File: src/rtl/fifo_rd_packer.sv
// Read-side packer: pops PACK FIFO words into one wide valid/ready beat (first word in LSBs).
// Optional partial-word flush after TIMEOUT idle cycles when PKT_TIMEOUT_EN is defined.
module fifo_rd_packer #(
   parameter int DSIZE   = 8,
   parameter int PACK    = 4,
   parameter int TIMEOUT = 16,
   parameter int CW      = 16
) (
   input  logic                  rclk,
   input  logic                  rrst_n,
   input  logic [DSIZE-1:0]      rdata,
   input  logic                  rempty,
   output logic                  rinc,
   output logic [DSIZE*PACK-1:0] out_data,
   output logic [PACK-1:0]       out_keep,
   output logic                  out_valid,
   input  logic                  out_ready,
   output logic [CW-1:0]         word_count
);

   localparam int CNTW = $clog2(PACK + 1);

   typedef enum logic [1:0] {S_IDLE, S_FILL, S_FULL} acc_state_e;

   logic [PACK-1:0][DSIZE-1:0] acc_q, acc_d, acc_part;
   logic [CNTW-1:0]            cnt_q, cnt_d, wr_idx;
   logic [DSIZE*PACK-1:0]      data_q, data_d;
   logic [PACK-1:0]            keep_q, keep_d, part_keep;
   logic                       valid_q, valid_d;
   logic [CW-1:0]              wc_q, wc_d;
   acc_state_e                 state;
   logic                       out_free, xfer, pop, flush;

   always_comb begin
      if (cnt_q == CNTW'(PACK))  state = S_FULL;
      else if (cnt_q == '0)      state = S_IDLE;
      else                       state = S_FILL;
   end

   assign out_free = !valid_q || out_ready;
   assign xfer     = (state == S_FULL) && out_free;
   // Popping while full is allowed only when the accumulator drains the same cycle.
   assign rinc     = rrst_n && !rempty && ((state != S_FULL) || xfer);
   assign pop      = rinc;

`ifdef PKT_TIMEOUT_EN
   localparam int IW = $clog2(TIMEOUT + 1);
   logic [IW-1:0] idle_q, idle_d;

   assign flush = (state == S_FILL) && (idle_q == IW'(TIMEOUT)) && out_free && !pop;

   always_comb begin
      idle_d = idle_q;
      if (pop || xfer || flush || state != S_FILL) idle_d = '0;
      else if (idle_q != IW'(TIMEOUT))             idle_d = idle_q + IW'(1);
   end

   always_ff @(posedge rclk or negedge rrst_n) begin
      if (!rrst_n) idle_q <= '0;
      else         idle_q <= idle_d;
   end
`else
   assign flush = 1'b0;
`endif

   always_comb begin
      for (int i = 0; i < PACK; i++) begin
         part_keep[i] = (CNTW'(i) < cnt_q);
         acc_part[i]  = part_keep[i] ? acc_q[i] : '0;
      end
   end

   always_comb begin
      acc_d   = acc_q;
      cnt_d   = cnt_q;
      data_d  = data_q;
      keep_d  = keep_q;
      valid_d = valid_q;
      wc_d    = wc_q;
      wr_idx  = cnt_q;
      if (valid_q && out_ready) begin
         valid_d = 1'b0;
         wc_d    = wc_q + CW'(1);
      end
      if (xfer) begin
         data_d  = acc_q;
         keep_d  = '1;
         valid_d = 1'b1;
         cnt_d   = '0;
         wr_idx  = '0;
      end else if (flush) begin
         data_d  = acc_part;
         keep_d  = part_keep;
         valid_d = 1'b1;
         cnt_d   = '0;
      end
      // A pop during a drain lands in slot 0 of the freshly emptied accumulator.
      if (pop) begin
         for (int i = 0; i < PACK; i++)
            if (wr_idx == CNTW'(i)) acc_d[i] = rdata;
         cnt_d = wr_idx + CNTW'(1);
      end
   end

   always_ff @(posedge rclk or negedge rrst_n) begin
      if (!rrst_n) begin
         acc_q   <= '0;
         cnt_q   <= '0;
         data_q  <= '0;
         keep_q  <= '0;
         valid_q <= 1'b0;
         wc_q    <= '0;
      end else begin
         acc_q   <= acc_d;
         cnt_q   <= cnt_d;
         data_q  <= data_d;
         keep_q  <= keep_d;
         valid_q <= valid_d;
         wc_q    <= wc_d;
      end
   end

   assign out_data   = data_q;
   assign out_keep   = keep_q;
   assign out_valid  = valid_q;
   assign word_count = wc_q;

endmodule
File: config.mk
export PLATFORM = sky130hd
export DESIGN_NAME = fifo_rd_packer
export DESIGN_NICKNAME = d
export VERILOG_FILES = /design/src/rtl/fifo_rd_packer.sv
export SDC_FILE = /design/constraint.sdc
export NUM_CORES = 1
export LEC_CHECK = 0
export BUFFER_PORTS_ARGS = -buffer_cell sky130_fd_sc_hd__buf_4
export CORE_ASPECT_RATIO = 0.9
export CORE_MARGIN = 2
export CORE_UTILIZATION = 49
export DETAILED_ROUTE_END_ITERATION = 10
export MAX_ROUTING_LAYER = met4
export PLACE_DENSITY = 0.73
export SLEW_MARGIN = 5
export SYNTH_ARGS = -nofsm -noshare
export SYNTH_HDL_FRONTEND = slang
export SYNTH_SLANG_ARGS = --single-unit
File: constraint.sdc
create_clock -name rclk -period 1.5 [get_ports rclk]
set_input_delay 0.15 -clock rclk [delete_from_list [all_inputs] [get_ports rclk]]
set_output_delay 0.15 -clock rclk [all_outputs]
set_load 0.02 [all_outputs]
==> out/summary.txt, run 1 <==
Status - finished, violations left
Failing checks - setup timing
# DRC - 0
Rows - 29
Critical path origin - cnt_q[0]$_DFF_PN0_
Vias in the first global route - 2231
Via-to-Cell Ratio - 4.99
Total track usage - 20.4%
Post-Synth Adder-Cell Area - 2.16%
Final setup margin - -0.195 ns
Crit path DAT - 1.93 ns
CTS Buffer Depth - 2
Hold WC Path Type - input pin to register
Worst-Margin Slew - 0.454 ns
Critical path buffers and inverters - 2
Seq cells post-synth - 85
Synthesized instance count - 226
CP delay by family, top - flip-flops
Synth warn - 0
Antenna violations before repair - 0
Final TNS setup - -6.11 ns
Worst Clk Skew - 0.0109 ns
Layout cells sized above 1 - 59.3%
GPL Wtd Cong - 0.830
DRT Wirelength - 7280 um
Chip Height - 83.8 um
Top-Level Pins - 66
PD cells - 2050 nW/um^2
Fmax - 590 MHz
Worst skew pair latency - 0.35 ns
Leakage power - 2.36 nW
Startpoint types - register
TritonCTS Buffers - 9
Area growth syn-to-layout - 40.6%
DRT Pass-1 Iters - 4
Worst Path Max Fanout - 4
TritonCTS clock tree - yes
Post-Synth XOR/XNOR Area - 4.04%
Main combinational cell family by area after synthesis - multiplexers
Cell variety after synth - 31
IO Port Bufs - 65
Peak supply drop - 1.20 mV
Antenna Nets Post-Route - 0
CP Data Required Time - 1.74 ns
Final Max Slew Viols - 0
Final Hold Viols - 0
Reg2reg start - cnt_q[0]$_DFF_PN0_
Worst Setup End Kind - register
DR iter-0 viols - 137
Critical Path Max Stage Delay - 0.40 ns
Design area - 4880 sq um
Synth Area in Compound Gates - 1.30%
Final HPWL DP - 4340 um
Clock sinks - 85
Clock root cell - clkbuf_8
Synthesized cell area - 3470 sq um
Final #Nets - 347
CTS HTree Levels - 3
CP max stage cell - dfrtp_1
Total grt overflow - 0
Period utilization - 113%
Die Area - 7770 sq um
Max_cap viols - 0
Sequential area share after synthesis - 61.3%
Post-DP Area - 4320 sq um
Synthesized area per cell - 15.4 sq um
Relative slew slack - 69.8%
Routed via count - 2129
Mapped Nets - 244
Largest net degree at the start of global routing - 86
Hold wc startpoint - rdata[2]
Simple-gate portion of the synthesized area - 5.66%
Core ar. - 6970 sq um
# setup viols final - 62
Number of diodes - 0
WS Path Type - register to register
Clock slew at reported path FFs - 0.09 ns
Fin crit period - 1.70 ns
WL per Instance - 17.1 um
Initial Util - 49.8%
Commonest non-fill, non-tap cells in the layout - dfrtp_1, buf_4, mux2_4, xnor2_1
Die W - 92.7 um
RSZ-0062 raised after global routing - yes
First-pass GRT wire length - 11700 um
Crit path cell chain - inv_2, ha_4, nand2_4, o21ai_4, and3_4, buf_6, mux2_4
Post-synthesis mux area share - 23.1%
[flip-flops by register name, summed over array words and instances (netlist names)]
register and count:
acc_q 32, out_data 32, word_count 16, cnt_q 3
out_keep 1, out_valid 1
[logic make-up (layout without fill, tap and decap cells)]
logic type / after synthesis / in the layout
AO/OA/AOI/OAI: 5 / 5
adder cells (fa/ha/maj): 6 / 6
buffers and inverters: 13 / 121
XOR/XNOR: 16 / 16
AND/OR/NAND/NOR: 35 / 35
multiplexers: 66 / 66
flip-flops: 85 / 85
[metrics by stage]
step / setup WS [ns] / utilization (%) / total power, mW / hold WS [ns] / instances
after global routing: -0.243 / 70.0 / 10.5 / 0.0398 / 427
after detailed placement: -0.177 / 62.0 / 7.64 / 0.245 / 398
final: -0.195 / 70.0 / 10.0 / 0.0526 / 427
after CTS: -0.178 / 69.4 / 9.94 / 0.0458 / 423
after floorplan: -0.111 / - / 6.13 / -0.146 / 226
after global placement: -0.117 / 62.0 / 7.51 / 0.247 / 398
[area by class of cell]
cell class	count	area (sq um)
inverter	4	15.0
multi-input combinational	128	1480
clock buffer	10	138
timing repair buffer	101	928
clock inverter	6	68.8
fill	492	2090
tap	93	116
sequential	85	2130
[what timing repair did]
| action | in CTS | in global routing |
|---|---|---|
| hold buffers | 1 | 0 |
| endpoints found under the setup margin | 63 | 67 |
| pin swaps | 4 | 4 |
| buffers inserted | 5 | 4 |
| cloned | 3 | 1 |
| endpoints found under the hold margin | 85 | 0 |
| resized for setup | 36 | 5 |
[synth_stat cells (all sizes together)]
master | n | area share [%]
o21ai | 2 | 0.61
nand3 | 10 | 1.4
nand2 | 8 | 1.2
or2 | 1 | 0.18
inv | 4 | 0.43
and4 | 1 | 0.25
nor2b | 1 | 0.18
o31ai | 1 | 0.22
xor2 | 2 | 0.50
xnor2 | 14 | 3.5
nor2 | 5 | 0.76
dfrtp | 85 | 61
o21a | 1 | 0.22
and3 | 3 | 0.54
nand4 | 3 | 0.54
mux2i | 1 | 0.29
buf | 9 | 2.0
mux2 | 65 | 23
ha | 6 | 2.2
nand2b | 1 | 0.18
a21oi | 1 | 0.25
and2b | 1 | 0.29
nor3 | 1 | 0.14
[report_power, final]
| part | total (mW) | switching, mW | internal [mW] |
|---|---|---|---|
| Clock | 1.68 | 0.850 | 0.833 |
| Sequential | 3.89 | 0.635 | 3.26 |
| Combinational | 4.43 | 1.77 | 2.65 |
[final timing paths]
check	to	slack, ns	cells past startpoint
setup / recovery	acc_q[23]$_DFFE_PN0P_	-0.20	7
hold / removal	acc_q[18]$_DFFE_PN0P_	0.05	2
setup reg to reg	acc_q[23]$_DFFE_PN0P_	-0.20	7
hold reg to reg	word_count[15]$_DFFE_PN0P_	0.48	1
max in group asynchronous	acc_q[2]$_DFFE_PN0P_	0.71	3
min in group asynchronous	acc_q[30]$_DFFE_PN0P_	0.43	3
[routing by layer]
| layer | track usage, % | vias up | routed length [um] |
|---|---|---|---|
| met1 | 28.1 | 1091 | 3330 |
| met5 | - | - | 0 |
| li1 | - | 987 | - |
| met4 | 6.28 | 0 | 121 |
| met3 | 5.60 | 10 | 242 |
| met2 | 30.0 | 41 | 3590 |
(Power assumes the default switching activity.)
==> run 2: changes to the inputs <==
--- a/config.mk
+++ b/config.mk
@@ -5,7 +5,7 @@
 export SDC_FILE = /design/constraint.sdc
 export NUM_CORES = 1
 export LEC_CHECK = 0
-export BUFFER_PORTS_ARGS = -buffer_cell sky130_fd_sc_hd__buf_4
+export BUFFER_PORTS_ARGS = -buffer_cell sky130_fd_sc_hd__buf_2
 export CORE_ASPECT_RATIO = 0.9
 export CORE_MARGIN = 2
 export CORE_UTILIZATION = 49
==> out/summary.txt, run 2 (synthesis gave the netlist of run 1 again) <==
Logic pwr share - 43.3% (-1.0 points)
Largest net degree at the start of global routing - 86 (unchanged)
Via-to-Cell Ratio - 4.93 (-1.2%)
WHS Path Cells - 2 (unchanged)
DRT Wirelength - 7180 um (-1.4%)
DR iter-0 viols - 104 (-24%)
Antenna violations before repair - 0 (unchanged)
Clock slew at reported path FFs - 0.09 ns (about the same)
Worst skew pair latency - 0.35 ns (about the same)
DRT Pass-1 Iters - 4 (unchanged)
Fmax - 591 MHz (+0.16%)
Critical path origin - cnt_q[0]$_DFF_PN0_
RSZ-0062 raised after global routing - yes
Sequential share of power - 39.9% (+1.0 points)
Max_cap viols - 0 (unchanged)
First-pass GRT wire length - 11500 um (-1.2%)
Top-Level Pins - 66 (unchanged)
Commonest non-fill, non-tap cells in the layout - dfrtp_1, mux2_4, buf_2, buf_4, xnor2_1
Status - finished, violations left
Worst Clk Skew - 0.00791 ns (-0.00300 ns)
GPL Wtd Cong - 0.821 (-1.1%)
Final HPWL DP - 4360 um (+0.47%)
IO Port Bufs - 65 (unchanged)
PD cells - 2050 nW/um^2 (about the same)
Worst Path Max Fanout - 6 (+2)
Clk pwr share - 16.8% (about the same)
Area occupied by multi-input gates - 1510 sq um (+1.8%)
Failing checks - setup timing
WL per Instance - 16.8 um (-1.6%)
Final Max Slew Viols - 0 (unchanged)
Reg2reg start - cnt_q[0]$_DFF_PN0_
Initial Util - 49.8% (unchanged)
Leakage power - 2.32 nW (-1.6%)
TritonCTS clock tree - yes
Layout cells sized above 1 - 59.1% (-0.18 points)
Switching Share - 33.2% (+0.63 points)
Clock sinks - 85 (unchanged)
R2R depth - 8 (+1)
Rows - 29 (unchanged)
Total track usage - 20.4% (about the same)
Chip Height - 83.8 um (unchanged)
Fin crit period - 1.69 ns (-0.00267 ns)
Total grt overflow - 0 (unchanged)
Core ar. - 6970 sq um (unchanged)
Internal power - 6.45 mW (-4.4%)
Commonest non-fill, non-tap cell in the layout - dfrtp_1
Final setup margin - -0.193 ns (+0.00267 ns)
Hold wc startpoint - rdata[0]
Crit path DAT - 1.94 ns (about the same)
Die W - 92.7 um (unchanged)
Psw - 3.20 mW (-1.6%)
Number of diodes - 0 (unchanged)
Worst Setup End Kind - register
Peak supply drop - 1.16 mV (-2.8%)
Die Area - 7770 sq um (unchanged)
CTS Buffer Depth - 2 (unchanged)
Vias in the first global route - 2167 (-2.9%)
Relative slew slack - 70.7% (+0.92 points)
Area growth syn-to-layout - 35.6%
WS Path Type - register to register
Layout fillers - 515 (+4.7%)
Antenna Nets Post-Route - 0 (unchanged)
Worst-Margin Slew - 0.440 ns (-0.0137 ns)
TritonCTS Buffers - 9 (unchanged)
Post-layout util - 67.6% (-2.5 points)
Final Hold Viols - 0 (unchanged)
CTS HTree Levels - 3 (unchanged)
Final #Nets - 348 (+0.29%)
# DRC - 0 (unchanged)
Register area - 2130 sq um (unchanged)
CP Data Required Time - 1.75 ns (about the same)
# setup viols final - 66 (+6.5%)
Startpoint types - register
Final TNS setup - -10.15 ns (-4.05 ns)
Clock root cell - clkbuf_8
Hold WC Path Type - input pin to register
Period utilization - 113% (-0.18 points)
Routed via count - 2108 (-0.99%)
[run 2: cell count changes in the layout (fill, tap and decap cells not counted), sizes merged]
| cell | change |
|---|---|
| clkinvlp | +3 |
| inv | -1 |
| clkinv | -2 |
| buf | +1 |
[run 2: path summary, 6_finish.rpt]
| kind | to | slack (ns) |
|---|---|---|
| hold / removal | acc_q[16]$_DFFE_PN0P_ | 0.09 |
| setup / recovery | out_data[23]$_DFFE_PN0P_ | -0.19 |
| hold reg to reg | word_count[15]$_DFFE_PN0P_ | 0.48 |
| setup reg to reg | out_data[23]$_DFFE_PN0P_ | -0.19 |
| max in group asynchronous | out_valid$_DFFE_PN0P_ | 0.71 |
| min in group asynchronous | acc_q[22]$_DFFE_PN0P_ | 0.42 |
[run 2: worst max-delay path: stages (launching register included)]
cell and delay [ns]:
dfrtp_1 0.39, inv_2 0.09, ha_4 0.16, nand2_4 0.06, buf_4 0.15, nor2_4 0.13
buf_6 0.15, clkbuf_16 0.16, mux2_4 0.29
[run 2: per-stage QoR]
stage / hold slack (ns) / setup slack [ns] / area, sq um / std cells / power [mW]
CTS: 0.0687 / -0.156 / 4630 / 426 / 9.53
finish: 0.0878 / -0.193 / 4710 / 428 / 9.65
floorplan: -0.146 / -0.111 / 3570 / 226 / 6.13
detailed placement: 0.245 / -0.195 / 4160 / 398 / 7.34
global placement: 0.242 / -0.119 / 4160 / 398 / 7.21
global route: 0.0669 / -0.258 / 4710 / 428 / 10.2
[run 2: power groups by stage]
| stage | Sequential [mW] | Clock (mW) | Combinational, mW |
|---|---|---|---|
| floorplan | 4.37 | 0 | 1.76 |
| global placement | 3.82 | 0 | 3.39 |
| detailed placement | 3.85 | 0 | 3.49 |
| CTS | 3.84 | 1.66 | 4.02 |
| global route | 3.97 | 1.77 | 4.45 |
| finish | 3.85 | 1.62 | 4.18 |
[run 2: layout make-up]
cell class	instances	share of cell area [%]
clock buffers	10	2.71
clock inverters	6	1.49
inverters	4	0.319
multi-input cells	128	32.1
flip-flops and latches	85	45.2
well taps	93	2.47
repair buffers	102	15.7
[run 2: layer usage]
| layer | GRT usage [%] | wire, um | up-vias |
|---|---|---|---|
| met2 | 29.9 | 3530 | 41 |
| met4 | 6.82 | 137 | 0 |
| met5 | - | 0 | - |
| met3 | 5.69 | 216 | 9 |
| li1 | - | - | 985 |
| met1 | 27.8 | 3300 | 1073 |
[run 2: what timing repair did]
| item | CTS | global route |
|---|---|---|
| gates cloned | 1 | 1 |
| hold buffers | 1 | 0 |
| resized for setup | 39 | 18 |
| setup endpoints to repair | 57 | 71 |
| buffers inserted | 10 | 3 |
| endpoints found under the hold margin | 85 | 0 |
| pin swaps | 4 | 3 |
